### src/rtl/fetch_ctrl.sv
// fetch_ctrl: instruction-fetch sequencer with PC, ROM drive and a 2-entry {pc, inst} output buffer.
// Optional halt detection on HALT_INST is compiled in with `define FETCH_HALT_EN.
`default_nettype none

module fetch_ctrl #(
  parameter int                ADDR_W    = 6,
  parameter int                INST_W    = 32,
  parameter logic [INST_W-1:0] HALT_INST = 32'hFFFF_FFFF
) (
  input  logic              clk,
  input  logic              rst,
  output logic              rom_ce,
  output logic [ADDR_W-1:0] rom_addr,
  input  logic [INST_W-1:0] rom_inst,
  input  logic              stall,
  input  logic              br_valid,
  input  logic [31:0]       br_target,
  output logic              out_valid,
  output logic [31:0]       out_pc,
  output logic [INST_W-1:0] out_inst,
  input  logic              out_ready,
  output logic              halted
);

  typedef enum logic [1:0] {
    S_IDLE  = 2'd0,
    S_FETCH = 2'd1,
    S_HALT  = 2'd2
  } state_e;

  state_e            state_q, state_d;
  logic [31:0]       pc_q, pc_d;
  logic              rom_ce_q;
  logic [1:0]        count_q, count_d;
  logic              rd_ptr_q, rd_ptr_d;
  logic              wr_ptr_q, wr_ptr_d;
  logic [31:0]       fifo_pc_q   [2];
  logic [INST_W-1:0] fifo_inst_q [2];
  logic              push, pop, halt_hit;
  logic              unused_tgt;

  assign unused_tgt = ^br_target[1:0];

  assign pop  = (count_q != 2'd0) && out_ready;
  assign push = (state_q == S_FETCH) && !stall && !br_valid && ((count_q != 2'd2) || pop);

`ifdef FETCH_HALT_EN
  assign halt_hit = push && (rom_inst == HALT_INST);
`else
  logic unused_halt;
  assign unused_halt = ^HALT_INST;
  assign halt_hit    = 1'b0;
`endif

  always_comb begin
    state_d  = state_q;
    pc_d     = pc_q;
    count_d  = count_q;
    rd_ptr_d = rd_ptr_q;
    wr_ptr_d = wr_ptr_q;

    case (state_q)
      S_IDLE:  state_d = S_FETCH;
      S_FETCH: if (halt_hit) state_d = S_HALT;
      S_HALT:  state_d = S_HALT;
      default: state_d = S_IDLE;
    endcase

    // A redirect flushes the buffer, including any head popped this same cycle.
    if (br_valid) begin
      state_d  = S_FETCH;
      pc_d     = {br_target[31:2], 2'b00};
      count_d  = 2'd0;
      rd_ptr_d = 1'b0;
      wr_ptr_d = 1'b0;
    end else begin
      if (push) begin
        pc_d     = pc_q + 32'd4;
        wr_ptr_d = ~wr_ptr_q;
      end
      if (pop) rd_ptr_d = ~rd_ptr_q;
      case ({push, pop})
        2'b10:   count_d = count_q + 2'd1;
        2'b01:   count_d = count_q - 2'd1;
        default: count_d = count_q;
      endcase
    end
  end

  always_ff @(posedge clk or posedge rst) begin
    if (rst) begin
      state_q  <= S_IDLE;
      pc_q     <= 32'd0;
      rom_ce_q <= 1'b0;
      count_q  <= 2'd0;
      rd_ptr_q <= 1'b0;
      wr_ptr_q <= 1'b0;
      for (int i = 0; i < 2; i++) begin
        fifo_pc_q[i]   <= 32'd0;
        fifo_inst_q[i] <= '0;
      end
    end else begin
      state_q  <= state_d;
      pc_q     <= pc_d;
      rom_ce_q <= (state_d == S_FETCH);
      count_q  <= count_d;
      rd_ptr_q <= rd_ptr_d;
      wr_ptr_q <= wr_ptr_d;
      if (push) begin
        fifo_pc_q[wr_ptr_q]   <= pc_q;
        fifo_inst_q[wr_ptr_q] <= rom_inst;
      end
    end
  end

`ifdef FETCH_HALT_EN
  logic halted_q;

  always_ff @(posedge clk or posedge rst) begin
    if (rst) halted_q <= 1'b0;
    else     halted_q <= (state_d == S_HALT);
  end

  assign halted = halted_q;
`else
  assign halted = 1'b0;
`endif

  assign rom_ce    = rom_ce_q;
  assign rom_addr  = pc_q[ADDR_W+1:2];
  assign out_valid = (count_q != 2'd0);
  assign out_pc    = fifo_pc_q[rd_ptr_q];
  assign out_inst  = fifo_inst_q[rd_ptr_q];

endmodule

`default_nettype wire

### config.mk
export PLATFORM = sky130hd
export DESIGN_NAME = fetch_ctrl
export DESIGN_NICKNAME = d
export VERILOG_FILES = /design/src/rtl/fetch_ctrl.sv
export SDC_FILE = /design/constraint.sdc
export NUM_CORES = 1
export LEC_CHECK = 0
export CAP_MARGIN = 10
export CORE_MARGIN = 4
export CORE_UTILIZATION = 52
export CTS_CLUSTER_SIZE = 30
export DETAILED_ROUTE_END_ITERATION = 7
export GPL_TIMING_DRIVEN = 0
export PLACE_DENSITY = 0.8
export SLEW_MARGIN = 0
export SYNTH_ARGS = -nofsm -noshare
export SYNTH_HDL_FRONTEND = slang
export SYNTH_SLANG_ARGS = --single-unit
### constraint.sdc
create_clock -name clk -period 5.6 [get_ports clk]
set_clock_uncertainty 0.15 [all_clocks]
set_input_delay 0.56 -clock clk [delete_from_list [all_inputs] [get_ports clk]]
set_output_delay 0.56 -clock clk [all_outputs]
set_load 0.005 [all_outputs]
# ---- Yosys cells after proc, flatten, opt, wreduce, memory -nomap -nowiden
# Cells that the tools add are included.
dict set report totals {
  ff_bits 167
  out_inout_bits 73
}
dict set report classes {
  addsub 3
  order_cmp 3
  n_eq_ne 6
  n_mux 20
  n_bitwise 4
  reduce_logical 13
}
# operator n
set op_table {}
lappend op_table {{32-bit 2-to-1 mux} 9}
lappend op_table {{64-bit bitwise mux} 2}
lappend op_table {{32-bit by 3-bit adder with 32-bit output, second input constant} 1}
lappend op_table {{32-bit demux with 1-bit select} 1}
lappend op_table {{2-bit by 1-bit equality test with 1-bit output, second input constant} 3}
lappend op_table {{2-bit one-hot mux with 3 select lines} 1}
lappend op_table {{2-bit nonzero test} 3}
lappend op_table {{1-bit logical AND} 5}
lappend op_table {{2-bit equality test, second input constant} 2}
lappend op_table {{2-bit greater-or-equal comparator, second input constant} 2}
lappend op_table {{1-bit 2-to-1 mux} 4}
lappend op_table {{2-bit 2-to-1 mux} 2}
lappend op_table {{1-bit NOT with 2-bit output} 2}
lappend op_table {{2-bit one-hot mux with 2 select lines} 1}
lappend op_table {{3-bit nonzero test} 1}
lappend op_table {{2-bit by 1-bit adder with 2-bit output, second input constant} 1}
lappend op_table {{1-bit zero test} 2}
lappend op_table {{2-bit zero test} 1}
lappend op_table {{2-bit by 1-bit less-than comparator with 1-bit output, second input constant} 1}
lappend op_table {{2-bit inequality test, second input constant} 1}
lappend op_table {{1-bit NOT} 2}
lappend op_table {{2-bit by 1-bit subtractor with 2-bit output, second input constant} 1}
lappend op_table {{1-bit logical OR} 1}

# ---- Longest topological paths before layout
dict set report depth {
  depth_word 7
  mapped_depth 8
  depth_no_buf 6
}

# ---- Worst setup path after synthesis
# Ideal clock, no wire load.
dict set report synth_timing {
  path_kind {input -> register}
  start {input port br_valid}
  end {register fifo_inst_q[46] (netlist name)}
  arrival_time_ns 2.104
  setup_slack_ns 3.221
  stages 7
  cell_sequence {buf_2 -> nor4b_2 -> nand2b_1 -> buf_2 -> nor2_4 -> buf_2 -> mux2_2}
}
dict set report synth_via {
  elab_chain_cells 3
}
# item line
set synth_rtl {}
lappend synth_rtl {{from (decl)} 16} ;# input logic br_valid,
lappend synth_rtl {{1-bit zero test} 45} ;# assign push = (state_q == S_FETCH) && !stall && !br_valid && ((count_q != 2'd2) || pop);
lappend synth_rtl {{1-bit logical AND (2 in series)} 45}
lappend synth_rtl {{to (signal, indexed assignment)} 111} ;# fifo_inst_q[wr_ptr_q] <= rom_inst;
lappend synth_rtl {{to (decl)} 38} ;# logic [INST_W-1:0] fifo_inst_q [2];
# No other way between the ends.
# A chain may end at the register's enable or synchronous reset.

# ---- Worst setup path in the final report
dict set report layout_timing {
  start {register rd_ptr_q}
  end {output port out_pc[13]}
}
dict set report layout_via {
  elab_chain_cells 4
}
# item line
set layout_rtl {}
lappend layout_rtl {{from (decl)} 35} ;# logic rd_ptr_q, rd_ptr_d;
lappend layout_rtl {{from (signal assigned)} 107} ;# rd_ptr_q <= rd_ptr_d;
lappend layout_rtl {{1-bit NOT with 2-bit output (implied by the code)} 132} ;# assign out_pc = fifo_pc_q[rd_ptr_q];
lappend layout_rtl {{32-bit 2-to-1 mux (implied by the code) (3 in series)} 132}
lappend layout_rtl {{to (decl)} 19} ;# output logic [31:0] out_pc,
# No other way between the ends. The select of a mux whose other input is x is not followed.

==> flow_metrics.py <==
metrics = {
    "run_status": {
        "status": "completed",
    },
    "logic_synthesis": {
        "synth_area_leaders": "dfrtp_1 54%, mux2_2 26%, nand2_1 2.5%",
        "ys.flop_type": "dfrtp_1",
        "yosys.area.top_type": "dfrtp_1",
        "syn_area_mm2": 0.007515,
        "synthMuxAreaShare_pct": 27.09,
        "syn_inst": 588,
        "ys_seq_elements": 161,
        "synth_edf_count": 0,
        "yosysWarnings": 0,
        "ys_seq_area_share_pct": 53.61,
        "syn-mean-instance-area_um2": 12.78,
        "ys_types": 47,
        "synthSimpleGateAreaFrac_pct": 7.925,
        "synth_adder_area_share_pct": 0.1665,
        "synth_compound_gate_area_share_pct": 7.076,
        "synth_xor_xnor_area_share_pct": 0.1166,
        "ys_async_sr_fraction_pct": 100.0,
        "synth_top_cell_area_share_pct": 53.61,
        "synth_top_family_by_area": "multiplexers",
    },
    "clock_network": {
        "clk_path_buf_depth": 2,
        "clock_latency_ns": 0.42,
        "cts_tree": "done",
        "numCtsBuffers": 17,
        "clockRootBuffer": "clkbuf_16",
        "htree_num_levels": 4,
        "path_clk_slew_ns": 0.06,
        "ctsResizeCount": 0,
        "cts_setup_buffers": 0,
        "numClockSinks": 161,
        "cts_hold_repair.buffers": 0,
    },
    "worst_hold_path": {
        "min_from": "state_q[0]",
        "hold_path_end": "state_q[1]",
        "worstHoldPathType": "register to register",
        "hold_depth": 1,
    },
    "pwr": {
        "powerDensity_mw_per_mm2": 368.9,
        "vdd_drop_max_mv": 0.2465,
        "total_power_mw": 3.584,
        "power_leakage_nw": 4.037,
    },
    "route": {
        "first_pass_iters": 5,
        "totalWireLength_um": 18080,
        "wl_met3_um": 1308,
        "wl_met1_um": 7684,
        "num_vias": 5390,
        "wl_met2_um": 8785,
        "drtIter0Drc": 475,
        "route.antenna.remaining_nets": 0,
        "via_per_inst": 5.746,
        "wire_per_inst_um": 19.28,
        "drc": 0,
        "top_layer": "met5",
    },
    "sta": {
        "worst_pin_slew_ns": 1.104,
        "hold_viol": 0,
        "post-route-min-period_ns": 3.342,
        "post-route-period-util_pct": 59.68,
        "setup-violations-final": 0,
        "setup_slack_ns": 2.258,
        "relSlewSlack_pct": 25.71,
        "max_freq_mhz": 299.2,
        "rsz0062_at_grt": "no",
        "report.final.slew_viol_count": 0,
    },
    "floorplan": {
        "die-area_mm2": 0.01644,
        "core_area_mm2": 0.01404,
        "io_pins": 142,
        "fp.dieH_um": 128.2,
        "start_util_pct": 53.52,
        "num_rows": 43,
        "fp.dieW_um": 128.2,
    },
    "critical_path": {
        "cp_slowest_cell": "buf_1",
        "critPathArrivalTime_ns": 2.63,
        "path_delay_family": "buffers and inverters",
        "timing.rr.start": "pc_q[3]",
        "r2r_end": "pc_q[27]",
        "criticalPathCategory": "register to primary output",
        "path_max_fanout": 10,
        "crit_required_ns": 4.89,
        "r2r_cells": 5,
        "cpPeakStageDelay_ns": 0.58,
        "worst_setup_path_end_kind": "primary output",
        "r2r_slack_ns": 2.99,
        "path_buf_inv": 3,
        "path_cells": "clkbuf_1, buf_1, mux2_2, clkdlybuf4s50_1",
        "startpoint_type": "register",
    },
    "placement": {
        "gp_congestion": 0.8538,
        "dpl.hpwl_um": 12650,
        "placed_cells": 906,
        "portBuffers": 135,
        "dpl_cell_area_mm2": 0.009131,
        "pre_cts_ws_ns": 2.561,
    },
    "global_route": {
        "grt_first_pass_wirelength_um": 29600,
        "first_global_vias": 5791,
        "grt_usage_pct": 22.74,
        "antenna_found_initial": 1,
        "grt_overflow": 0,
        "grt_max_degree": 104,
    },
    "cells_and_area": {
        "stdcell_area_mm2": 0.009714,
        "nets": 815,
        "area_growth_pct": 29.27,
        "num_antenna_cells": 0,
        "stdcell_count": 938,
        "drive_above_1_share_pct": 31.53,
    },
    "job": {
        "maxCapViolCount": 0,
    },
}
## worst max-delay path by stage
stage,start,to,cells past startpoint
final,rd_ptr_q,out_pc[13],4
after global routing,rd_ptr_q,out_inst[25],4
after CTS,rd_ptr_q,out_pc[29],4
after detailed placement,stall,fifo_inst_q[48],7
after global placement,rst,fifo_pc_q[19],2
after floorplan,rst,count_q[0],1
## final cells by class
| type | instances | area, um2 |
|---|---|---|
| Tap cell | 180 | 225.2 |
| Inverter | 10 | 42.54 |
| Fill cell | 990 | 4328 |
| Clock inverter | 10 | 108.9 |
| Clock buffer | 22 | 474.2 |
| Timing Repair Buffer | 136 | 1379 |
| Buffer | 41 | 260.3 |
| Sequential cell | 161 | 4029 |
| Multi-Input combinational cell | 378 | 3196 |
## power by group
group,total [mW],internal [mW],switching [mW],leakage [nW]
combinational,0.852,0.560,0.292,1.81
clock,1.14,0.688,0.456,0.286
sequential,1.59,1.43,0.155,1.94
## registers in the layout, indices dropped and copies added (netlist names)
name	cells
fifo_pc_q	60
fifo_inst_q	64
count_q	2
state_q	2
wr_ptr_q	1
rd_ptr_q	1
pc_q	30
rom_ce	1
## per-stage QoR
stage                     hold slack, ns  setup TNS, ns  util [%]
after floorplan                   0.2574              0         -
after global placement            0.2690        -197.60     64.80
after detailed placement          0.2760              0     65.03
after CTS                         0.2839              0     69.18
after global routing              0.3100              0     69.18
final                             0.2858              0     69.18
## metal layers
layer | GRT usage (%) | vias to the layer above
li1 | - | 2451
met1 | 29.31 | 2707
met2 | 37.02 | 201
met3 | 6.917 | 29
met4 | 6.991 | 2
met5 | 0 | -
## placed cells by master (no fill, tap or decap), types with 6 or more instances in the layout
cell type          n
a221o_1            6
buf_1              7
buf_2              7
buf_4             16
clkbuf_1           8
clkbuf_16         17
clkdlybuf4s50_1  135
dfrtp_1          161
inv_1              9
mux2_1             8
mux2_2           171
nand2_1           50
nand3_1           12
nand4_1            8
nor2_1            15
nor3_1             7
o211ai_1          14
o21ai_0           25
o311ai_0           9
## cell families after synthesis
logic type | after synthesis
AND/OR/NAND/NOR | 116
other | 1
buffers and inverters | 51
AO/OA/AOI/OAI | 76
flip-flops | 161
multiplexers | 181
adder cells (fa/ha/maj) | 1
XOR/XNOR | 1
## synth_stat cells (3+ instances only)
cell type  count
a21oi_1        5
a221o_1        6
a41oi_1        3
and2_1         4
buf_1          7
buf_2          7
buf_4         16
buf_6          5
clkbuf_1       6
dfrtp_1      161
inv_1         10
mux2_1         8
mux2_2       171
nand2_1       50
nand3_1       12
nand4_1        8
nor2_1        15
nor3_1         7
o211ai_1      14
o21ai_0       25
o311ai_0       9
o311ai_1       4
## worst reg2reg max path, delay by kind of cell, from the launching register on
family / cells / cell delay (ns)
AO/OA/AOI/OAI: 1 / 0.10
flip-flops: 1 / 0.45
multiplexers: 1 / 0.22
AND/OR/NAND/NOR: 3 / 1.56
Note: power is estimated with default switching activity, not from simulation.
